**src/rtl/rv32i_types.sv**
```systemverilog
// ---------------------------------------------------------------------------
// rv32i_types
// Shared types and helpers for the rv32i pipeline.
//   fetch_state_t : fetch stage control state
//   PC_STEP       : PC increment per sequential instruction
//   word_align    : clears the byte-offset bits of an address
// ---------------------------------------------------------------------------
package rv32i_types;

  typedef enum logic [1:0] {
    FETCH = 2'd0,  // request in flight
    HOLD  = 2'd1,  // instruction buffered under stall
    DRAIN = 2'd2   // discarding a stale response
  } fetch_state_t;

  localparam logic [31:0] PC_STEP = 32'd4;

  // Force an address onto a 32-bit word boundary.
  function automatic logic [31:0] word_align(input logic [31:0] addr);
    return addr & 32'hFFFF_FFFC;
  endfunction

endpackage

```
**src/rtl/fetch_unit.sv**
```systemverilog
// ---------------------------------------------------------------------------
// fetch_unit
// Instruction fetch stage: owns the PC, issues instruction-memory reads and
// offers each returned word with its PC to the IF/ID register. Buffers the
// word while downstream stalls and handles redirects, including one that
// lands while a read is still outstanding.
//
// Ports
//   clk, rst        clock, synchronous active-high reset
//   imem_read       read request, held until imem_resp
//   imem_address    word-aligned read address, stable while imem_read is high
//   imem_rdata      read data, valid with imem_resp
//   imem_resp       one-cycle read-complete pulse
//   stall_i         downstream cannot accept this cycle
//   redirect_i      flush and restart at redirect_pc_i
//   redirect_pc_i   redirect target (bits [1:0] ignored)
//   valid_o         pc_o / ir_o carry an instruction
//   pc_o, ir_o      offered PC and instruction word
//   load_o          IF/ID load strobe
// ---------------------------------------------------------------------------
module fetch_unit
  import rv32i_types::*;
#(
  parameter logic [31:0] RESET_PC = 32'h0000_0060
) (
  input  logic        clk,
  input  logic        rst,
  output logic        imem_read,
  output logic [31:0] imem_address,
  input  logic [31:0] imem_rdata,
  input  logic        imem_resp,
  input  logic        stall_i,
  input  logic        redirect_i,
  input  logic [31:0] redirect_pc_i,
  output logic        valid_o,
  output logic [31:0] pc_o,
  output logic [31:0] ir_o,
  output logic        load_o
);

  fetch_state_t state_r, state_s;
  logic [31:0]  pc_r, pc_s;
  logic [31:0]  req_addr_r, req_addr_s;  // address of the outstanding request
  logic [31:0]  ir_buf_r, ir_buf_s;

  logic         read_s;
  logic [31:0]  addr_s;
  logic         valid_s;
  logic [31:0]  ir_s;
  logic [31:0]  target_s;
  logic [31:0]  pc_inc_s;

  // Redirect target and sequential successor; the 32-bit add wraps
  // 32'hFFFF_FFFC to 32'h0 on its own.
  assign target_s = word_align(redirect_pc_i);
  assign pc_inc_s = pc_r + PC_STEP;

  // Next-state, next-register values and raw (pre-reset-gating) outputs.
  always_comb begin
    state_s    = state_r;
    pc_s       = pc_r;
    req_addr_s = req_addr_r;
    ir_buf_s   = ir_buf_r;
    read_s     = 1'b0;
    addr_s     = pc_r;
    valid_s    = 1'b0;
    ir_s       = 32'h0000_0000;

    case (state_r)
      FETCH: begin
        read_s  = 1'b1;
        addr_s  = pc_r;
        valid_s = imem_resp;
        ir_s    = imem_rdata;
        if (redirect_i) begin
          pc_s = target_s;
          if (imem_resp) begin
            // Read already completed: drop the word, next request is the target.
            state_s = FETCH;
          end else begin
            // Read still in flight: remember its address so the request
            // stays stable until the stale response arrives.
            state_s    = DRAIN;
            req_addr_s = pc_r;
          end
        end else if (imem_resp) begin
          if (!stall_i) begin
            pc_s    = pc_inc_s;
            state_s = FETCH;
          end else begin
            ir_buf_s = imem_rdata;
            state_s  = HOLD;
          end
        end else begin
          state_s = FETCH;
        end
      end

      HOLD: begin
        read_s  = 1'b0;
        valid_s = 1'b1;
        ir_s    = ir_buf_r;
        if (redirect_i) begin
          pc_s    = target_s;
          state_s = FETCH;
        end else if (!stall_i) begin
          pc_s    = pc_inc_s;
          state_s = FETCH;
        end else begin
          state_s = HOLD;
        end
      end

      DRAIN: begin
        read_s  = 1'b1;
        addr_s  = req_addr_r;
        valid_s = 1'b0;
        if (redirect_i) begin
          // Only the target moves; the stale read must still be drained.
          pc_s    = target_s;
          state_s = DRAIN;
        end else if (imem_resp) begin
          state_s = FETCH;
        end else begin
          state_s = DRAIN;
        end
      end

      default: begin
        // Unreachable encoding: restart fetch at the current PC.
        state_s = FETCH;
      end
    endcase
  end

  // Drive outputs, forcing reset values while rst is high.
  always_comb begin
    if (rst) begin
      imem_read    = 1'b0;
      imem_address = RESET_PC;
      valid_o      = 1'b0;
      pc_o         = RESET_PC;
      ir_o         = 32'h0000_0000;
      load_o       = 1'b0;
    end else begin
      imem_read    = read_s;
      imem_address = addr_s;
      valid_o      = valid_s;
      pc_o         = pc_r;
      ir_o         = ir_s;
      load_o       = valid_s && !stall_i && !redirect_i;
    end
  end

  // State and datapath registers.
  always_ff @(posedge clk) begin
    if (rst) begin
      state_r    <= FETCH;
      pc_r       <= RESET_PC;
      req_addr_r <= RESET_PC;
      ir_buf_r   <= 32'h0000_0000;
    end else begin
      state_r    <= state_s;
      pc_r       <= pc_s;
      req_addr_r <= req_addr_s;
      ir_buf_r   <= ir_buf_s;
    end
  end

endmodule

```
**config.mk**
```make
export PLATFORM = sky130hd
export DESIGN_NAME = fetch_unit
export DESIGN_NICKNAME = d
export VERILOG_FILES = /design/src/rtl/rv32i_types.sv /design/src/rtl/fetch_unit.sv
export SDC_FILE = /design/constraint.sdc
export NUM_CORES = 1
export LEC_CHECK = 0
export BUFFER_PORTS_ARGS = -buffer_cell sky130_fd_sc_hd__clkbuf_2
export CAP_MARGIN = 0
export CORE_AREA = 2 2 120 87
export DETAILED_ROUTE_END_ITERATION = 6
export DIE_AREA = 0 0 122 89
export GPL_TIMING_DRIVEN = 0
export PLACE_DENSITY = 0.95
export SLEW_MARGIN = 20
export SYNTH_ARGS = -nofsm -noshare
export SYNTH_HDL_FRONTEND = slang
export SYNTH_SLANG_ARGS = --single-unit
```
**constraint.sdc**
```tcl
create_clock -name clk -period 5.7 [get_ports clk]
set_clock_uncertainty 0.2 [all_clocks]
set_input_delay 1.14 -clock clk [delete_from_list [all_inputs] [get_ports clk]]
set_output_delay 1.14 -clock clk [all_outputs]
set_load 0.05 [all_outputs]
```
==> results of run 1 <==
## worst register-to-register path, stage by stage (launching register included)
cell and delay, ps:
dfxtp_1 470, ha_1 260, nand3_2 180, nor4_4 690, nand3_4 190, or4_1 440, a31oi_1 160
## cell families after synthesis
| kind of cell | after synthesis | share of synthesized area (%) |
|---|---|---|
| adders and majority gates | 1 | 0.234 |
| xor gates and xnor gates | 3 | 0.492 |
| other | 1 | 0.0702 |
| muxes | 33 | 6.21 |
| buffers and inverters | 84 | 6.35 |
| AOI/OAI and AO/OA | 174 | 19.0 |
| DFF | 94 | 35.2 |
| and+or+nand+nor | 379 | 32.4 |
## cells in the mapped netlist, types with 2 or more instances
| library cell | n | area share, % |
|---|---|---|
| nand2_1 | 207 | 15 |
| a21oi_1 | 110 | 10 |
| dfxtp_1 | 94 | 35 |
| nor2_1 | 57 | 4.0 |
| clkbuf_1 | 55 | 3.9 |
| mux2i_1 | 32 | 6.0 |
| nor2b_1 | 26 | 3.0 |
| nand3_1 | 24 | 2.2 |
| nor3_1 | 17 | 1.6 |
| o21ai_0 | 15 | 1.4 |
| buf_1 | 11 | 0.77 |
| nand4_1 | 9 | 1.1 |
| buf_2 | 7 | 0.66 |
| inv_1 | 7 | 0.49 |
| a31oi_1 | 6 | 0.70 |
| nand2b_1 | 6 | 0.70 |
| o22ai_1 | 6 | 0.70 |
| a21boi_0 | 5 | 0.70 |
| a22oi_1 | 5 | 0.70 |
| a311o_1 | 4 | 0.75 |
| buf_4 | 4 | 0.56 |
| nand3b_1 | 4 | 0.56 |
| or2_2 | 4 | 0.47 |
| or3_1 | 4 | 0.47 |
| and3_1 | 3 | 0.35 |
| o211ai_1 | 3 | 0.42 |
| o2bb2ai_1 | 3 | 0.49 |
| xor2_1 | 3 | 0.49 |
| a22o_1 | 2 | 0.33 |
| a2bb2oi_1 | 2 | 0.33 |
| and2_1 | 2 | 0.23 |
| nor4_1 | 2 | 0.23 |
| o31a_1 | 2 | 0.33 |
| o32ai_1 | 2 | 0.33 |
| or4_1 | 2 | 0.28 |
| or4_2 | 2 | 0.33 |
## how the worst min path moves through the flow
stage                        start              to  slack [ps]  cells past startpoint
floorplan              ir_buf_r[0]     ir_buf_r[0]         240                      2
global placement       ir_buf_r[8]     ir_buf_r[8]         240                      2
detailed placement    ir_buf_r[18]    ir_buf_r[18]         250                      2
CTS                   ir_buf_r[18]    ir_buf_r[18]         260                      2
global route          ir_buf_r[18]    ir_buf_r[18]         270                      2
finish              req_addr_r[23]  req_addr_r[23]         260                      2
## state kept, by name (all words and copies together), names as in the netlist
name,cells
ir_buf_r,32
pc_r,30
req_addr_r,30
state_r,2
## placed cells by master, fill, tap and decap left out, types with 7 or more instances in the layout
master     netlist  layout
nand4_1          9       9
buf_1           11      11
buf_2            7       7
nor3_1          17      17
nor2_1          57      57
dfxtp_1         94      94
o21ai_0         15      15
a21oi_1        110     110
nand2_1        207     207
clkbuf_1        55      55
mux2i_1         32      32
nand3_1         24      24
clkbuf_16        0       9
clkbuf_2         0     161
nor2b_1         26      26
inv_1            7       7
## final cells by class
class / instances / area share [%]
tap: 128 / 2.39
clock inverter: 6 / 1.98
multi-input combinational: 594 / 46.8
timing repair buffer: 161 / 12.0
sequential: 94 / 28.1
buffer: 77 / 4.68
inverter: 7 / 0.393
clock buffer: 10 / 3.57
## routing by layer
layer	vias to the layer above	share of wire, %	track usage, %
met5	-	0	0
met4	0	2.4	11.9
met3	42	12	6.25
met2	421	44	48.9
met1	2837	41	43.7
li1	2955	-	-
## power by group through the flow
| stage | Clock (W) | Combinational (W) | Sequential, W |
|---|---|---|---|
| floorplan | 0 | 0.000306 | 0.000720 |
| global placement | 0 | 0.000412 | 0.000728 |
| detailed placement | 0 | 0.000419 | 0.000729 |
| CTS | 0.000745 | 0.000422 | 0.000714 |
| global route | 0.000774 | 0.000458 | 0.000719 |
| finish | 0.000743 | 0.000429 | 0.000716 |
## metrics by stage
step | setup WS, ps | instances
2_1_floorplan | 1740 | 772
3_3_place_gp | 1290 | 1061
3_5_place_dp | 1240 | 1061
4_1_cts | 1230 | 1077
5_1_grt | 1110 | 1077
6_report | 1160 | 1077
==> metrics.txt, run 1 <==
DR iter-0 viols 705; # nets final 1014; final-report max-slew violation count 0; # DRC 0; Seq. cell area 1880 µm²; crit-path max FO 10; VDD IR-drop max 0.163 mV; row cnt 30; Max clock buf depth 2; PostCTS Resize Cnt 0; Syn. warnings 0; placed instance area 6320 µm²; TritonRoute pass-1 iters 7; CP Launch Type input pin; Area growth, synth to finish 25.3%; Starting Density 55.8%; switching share of power 31.9%; synthesis-stage register bit count 94; slew at the pin closest to its max-slew limit 742 ps; Root Driver clkbuf_16; drt wl/cell 16.2 µm; synthesized netlist cell count 769; worst setup path class in -> out; input/output buffers 161; chip height 89 µm; post-route minimum period 4540 ps; setup TNS 0 ps; Critical Path Sink imem_address[6]; post-synthesis async set-or-reset flop share 0%; Gate power share 22.7%; Routed Wire Length 17400 µm; Overflow after GRT 0; Avg Cell Area, Syn 6.95 µm²; worst path bufs/invs 5; Final Hold Vio Count 0; first-pass GRT wire length 26700 µm; family of cells with the greatest summed delay on the critical path buffers and inverters; CTS tree yes; FF-to-FF path depth 6; layout cells sized above 1 21.4%; Netlist cell types 58; setup slack, reg-to-reg 3030 ps; RSZ-0062 raised after global routing false; max_slew headroom 50.5%; antenna violations before repair 0; Sink Count 94; Reg clk slew, reported paths 70 ps; f_max 220 MHz; RR Startpoint pc_r[2]; Final Total Pwr 0.00189 W; CP max-delay cell clkbuf_1; most used cell, CP clkbuf_1; HPWL after DPL 12500 µm; Hold Crit Class reg -> reg; Post-synth EDFFs 0; Total Routing Usage GR 31.5%; vias per cell 5.81; run status complete, no violations; Worst setup EP type output pin; Hold WS 255 ps; total core area 9570 µm²; Worst EP arrival 3200 ps; H-tree levels 3; P_leak 2.62 nW; I/O pin total 168; Worst Setup SP rst; area occupied by multi-input gates 3130 µm²; vias in the first global route 5331; Finished Core Util 69.9%; clock buffer count from CTS 9; final setup vio count 0; Sequential Power Share 37.9%; sw power 0.000601 W; ant diodes 0; Cell Pwr Density 282 nW/µm²; clk_lat worst skew 340 ps; Worst path depth 6; Mapped Area 5340 µm²; Synth Flop Type dfxtp_1; Routed Antenna Nets 0; Req. time, crit path 4360 ps; sequence of cells on the critical path clkbuf_2 > clkbuf_1 > clkbuf_1 > clkbuf_1 > nand3b_1 > clkbuf_2; Critical Path Max Stage Delay 540 ps; Via Count 6255; r2r endpoint pc_r[30]; P_int 0.00129 W; Final Cycle Share 79.7%; die span in x 122 µm; register area share after synthesis 35.2%; hold_buf cts 0; die area 10900 µm²; clock network fraction of total power 39.4%; fillers 778; design area 6690 µm²; largest net degree at the start of global routing 16; post-CTS setup repair buffer count 0; gpl congestion 0.959; MaxCap Viol Count 0
(Power assumes the default switching activity.)
==> run 2: changes to the inputs <==
--- a/config.mk
+++ b/config.mk
@@ -7,11 +7,11 @@
 export LEC_CHECK = 0
 export BUFFER_PORTS_ARGS = -buffer_cell sky130_fd_sc_hd__clkbuf_2
 export CAP_MARGIN = 0
-export CORE_AREA = 2 2 120 87
+export CORE_AREA = 2 2 125 90
 export DETAILED_ROUTE_END_ITERATION = 6
-export DIE_AREA = 0 0 122 89
+export DIE_AREA = 0 0 127 92
 export GPL_TIMING_DRIVEN = 0
-export PLACE_DENSITY = 0.95
+export PLACE_DENSITY = 0.91
 export SLEW_MARGIN = 20
 export SYNTH_ARGS = -nofsm -noshare
 export SYNTH_HDL_FRONTEND = slang
==> constraint.sdc (replaced) <==
create_clock -name clk -period 4.7 [get_ports clk]
set_clock_uncertainty 0.2 [all_clocks]
set_input_delay 0.94 -clock clk [delete_from_list [all_inputs] [get_ports clk]]
set_output_delay 0.94 -clock clk [all_outputs]
set_load 0.05 [all_outputs]
==> run 2 against run 1 <==
Net effect:
- die area increased by 7.6%
- clock-buffer cell count decreased by 1
- cell area decreased by 0.82%
- utilization decreased by 7.6 points
- sequential cell count unchanged
- largest cell class unchanged
- largest power group is now registers
==> metrics.txt, run 2 (synthesized netlist as in run 1, its figures left out) <==
run status complete, no violations; gpl congestion 0.972 (+1.3%); Root Driver clkbuf_16; setup slack after layout 606 ps (-554 ps); final-report max-slew violation count 0 (unchanged); VDD IR-drop max 0.178 mV (+9.4%); Largest Register ir_buf_r; vias in the first global route 5508 (+3.3%); clock buffer count from CTS 9 (unchanged); ant diodes 0 (unchanged); layout cells sized above 1 21.4% (unchanged); met2 GRT Util 45.3% (-3.6 points); HPWL after DPL 12600 µm (+0.73%); Final Total Pwr 0.00215 W (+14%); commonest cells after routing, fill and taps aside nand2_1 (207), clkbuf_2 (161), a21oi_1 (110); final setup vio count 0 (unchanged); worst setup path class in -> out; Worst EP arrival 2950 ps (-250 ps); MaxCap Viol Count 0 (unchanged); Via Count 6234 (-0.34%); H-tree levels 3 (unchanged); Max clock buf depth 2 (unchanged); Req. time, crit path 3560 ps (-800 ps); family of cells with the greatest summed delay on the critical path buffers and inverters; Routed Wire Length 17400 µm (-0.18%); clk_lat worst skew 350 ps (about the same); RSZ-0062 raised after global routing false; chip height 92 µm (+3.4%); input/output buffers 161 (unchanged); die span in x 127 µm (+4.1%); Largest regs ir_buf_r: 32 flops, pc_r: 30 flops, req_addr_r: 30 flops; Routed Antenna Nets 0 (unchanged); row cnt 32 (+6.7%); slew at the pin closest to its max-slew limit 710 ps (-32.2 ps); hold_buf cts 0 (unchanged); Final Hold Vio Count 0 (unchanged); P_leak 2.59 nW (-1.5%); DR iter-0 viols 731 (+3.7%); dpl ws 689 ps (-548 ps); Total Routing Usage GR 29.4% (-2.1 points); CP max-delay cell clkbuf_1; max reg flops 32 (unchanged); # nets final 1014 (unchanged); commonest non-fill, non-tap cell in the layout nand2_1; Area growth, synth to finish 24.2%; setup TNS 0 ps (unchanged); I/O pin total 168 (unchanged); most used cell, CP clkbuf_1; Sink Count 94 (unchanged); Hold Crit Class reg -> reg; Overflow after GRT 0 (unchanged); grt met1 use 39.9% (-3.8 points); Final Cycle Share 87.1%; total core area 10700 µm² (+11%); antenna violations before repair 0 (unchanged); f_max 244 MHz; CTS tree yes; sequence of cells on the critical path clkbuf_2 > clkbuf_1 > clkbuf_1 > clkbuf_1 > or2_2 > clkbuf_2; Reg clk slew, reported paths 70 ps (about the same); TritonRoute pass-1 iters 5 (-2); PostCTS Resize Cnt 0 (unchanged); Worst setup EP type output pin; largest net degree at the start of global routing 18 (+2); Critical Path Max Stage Delay 530 ps (about the same); die area 11700 µm² (+7.6%); post-route minimum period 4090 ps; GRT met3 Usage 9.04% (+2.8 points); crit-path max FO 10 (unchanged); first-pass GRT wire length 27500 µm (+2.8%); max_slew headroom 52.2% (+1.7 points); busiest layer in global routing met2; drt wl/cell 16.0 µm (-0.91%); # DRC 0 (unchanged); CP Launch Type input pin; vias per cell 5.75 (-1.1%); post-CTS setup repair buffer count 0 (unchanged); worst path bufs/invs 5 (unchanged); Cell Pwr Density 324 nW/µm² (+15%); Starting Density 50.2% (-5.7 points)
## run 2: changes by cell type in the layout (fill, tap and decap cells not counted), sizes merged
| cell | change |
|---|---|
| bufinv | -3 |
| clkbuf | -1 |
| clkinvlp | +2 |
| inv | +2 |
## run 2: metrics by stage
step                cell area (µm²)  std cells  util [%]  hold slack (ps)
floorplan                      5350        772         -              236
global placement               6330       1069      59.4              242
detailed placement             6330       1069      59.4              246
CTS                            6640       1085      62.3              256
global route                   6640       1085      62.3              270
finish                         6640       1085      62.3              256
## run 2: final cells by class
cell class / count / area [µm²]
Fill cell: 978 / 4020
Multi-Input combinational cell: 594 / 3130
Sequential cell: 94 / 1880
Timing Repair Buffer: 161 / 806
Buffer: 77 / 313
Clock buffer: 9 / 225
Tap cell: 136 / 170
Clock inverter: 7 / 81.3
Inverter: 7 / 26.3
## run 2: routing by layer
| metal | part of all wire, % | wire length, µm |
|---|---|---|
| met1 | 43 | 7520 |
| met2 | 43 | 7440 |
| met3 | 12 | 2030 |
| met4 | 2.4 | 423 |
| met5 | 0 | 0 |
## run 2: final timing paths
kind / to / startpoint / slack [ps] / cells after the start
max: pc_o[6] / rst / 610 / 6
min reg2reg: req_addr_r[24] / req_addr_r[24] / 260 / 2
max reg2reg: pc_r[17] / pc_r[6] / 2000 / 6
min: req_addr_r[24] / req_addr_r[24] / 260 / 2
## run 2: power by group
group / internal, W / switching (W)
Sequential: 0.000832 / 0.0000349
Clock: 0.000419 / 0.000342
Combinational: 0.000140 / 0.000380
## run 2: tightest hold or removal path, cell delays in order, from the launching register on
cell and delay, ps:
dfxtp_1 310, nand2_1 50, a21oi_1 50
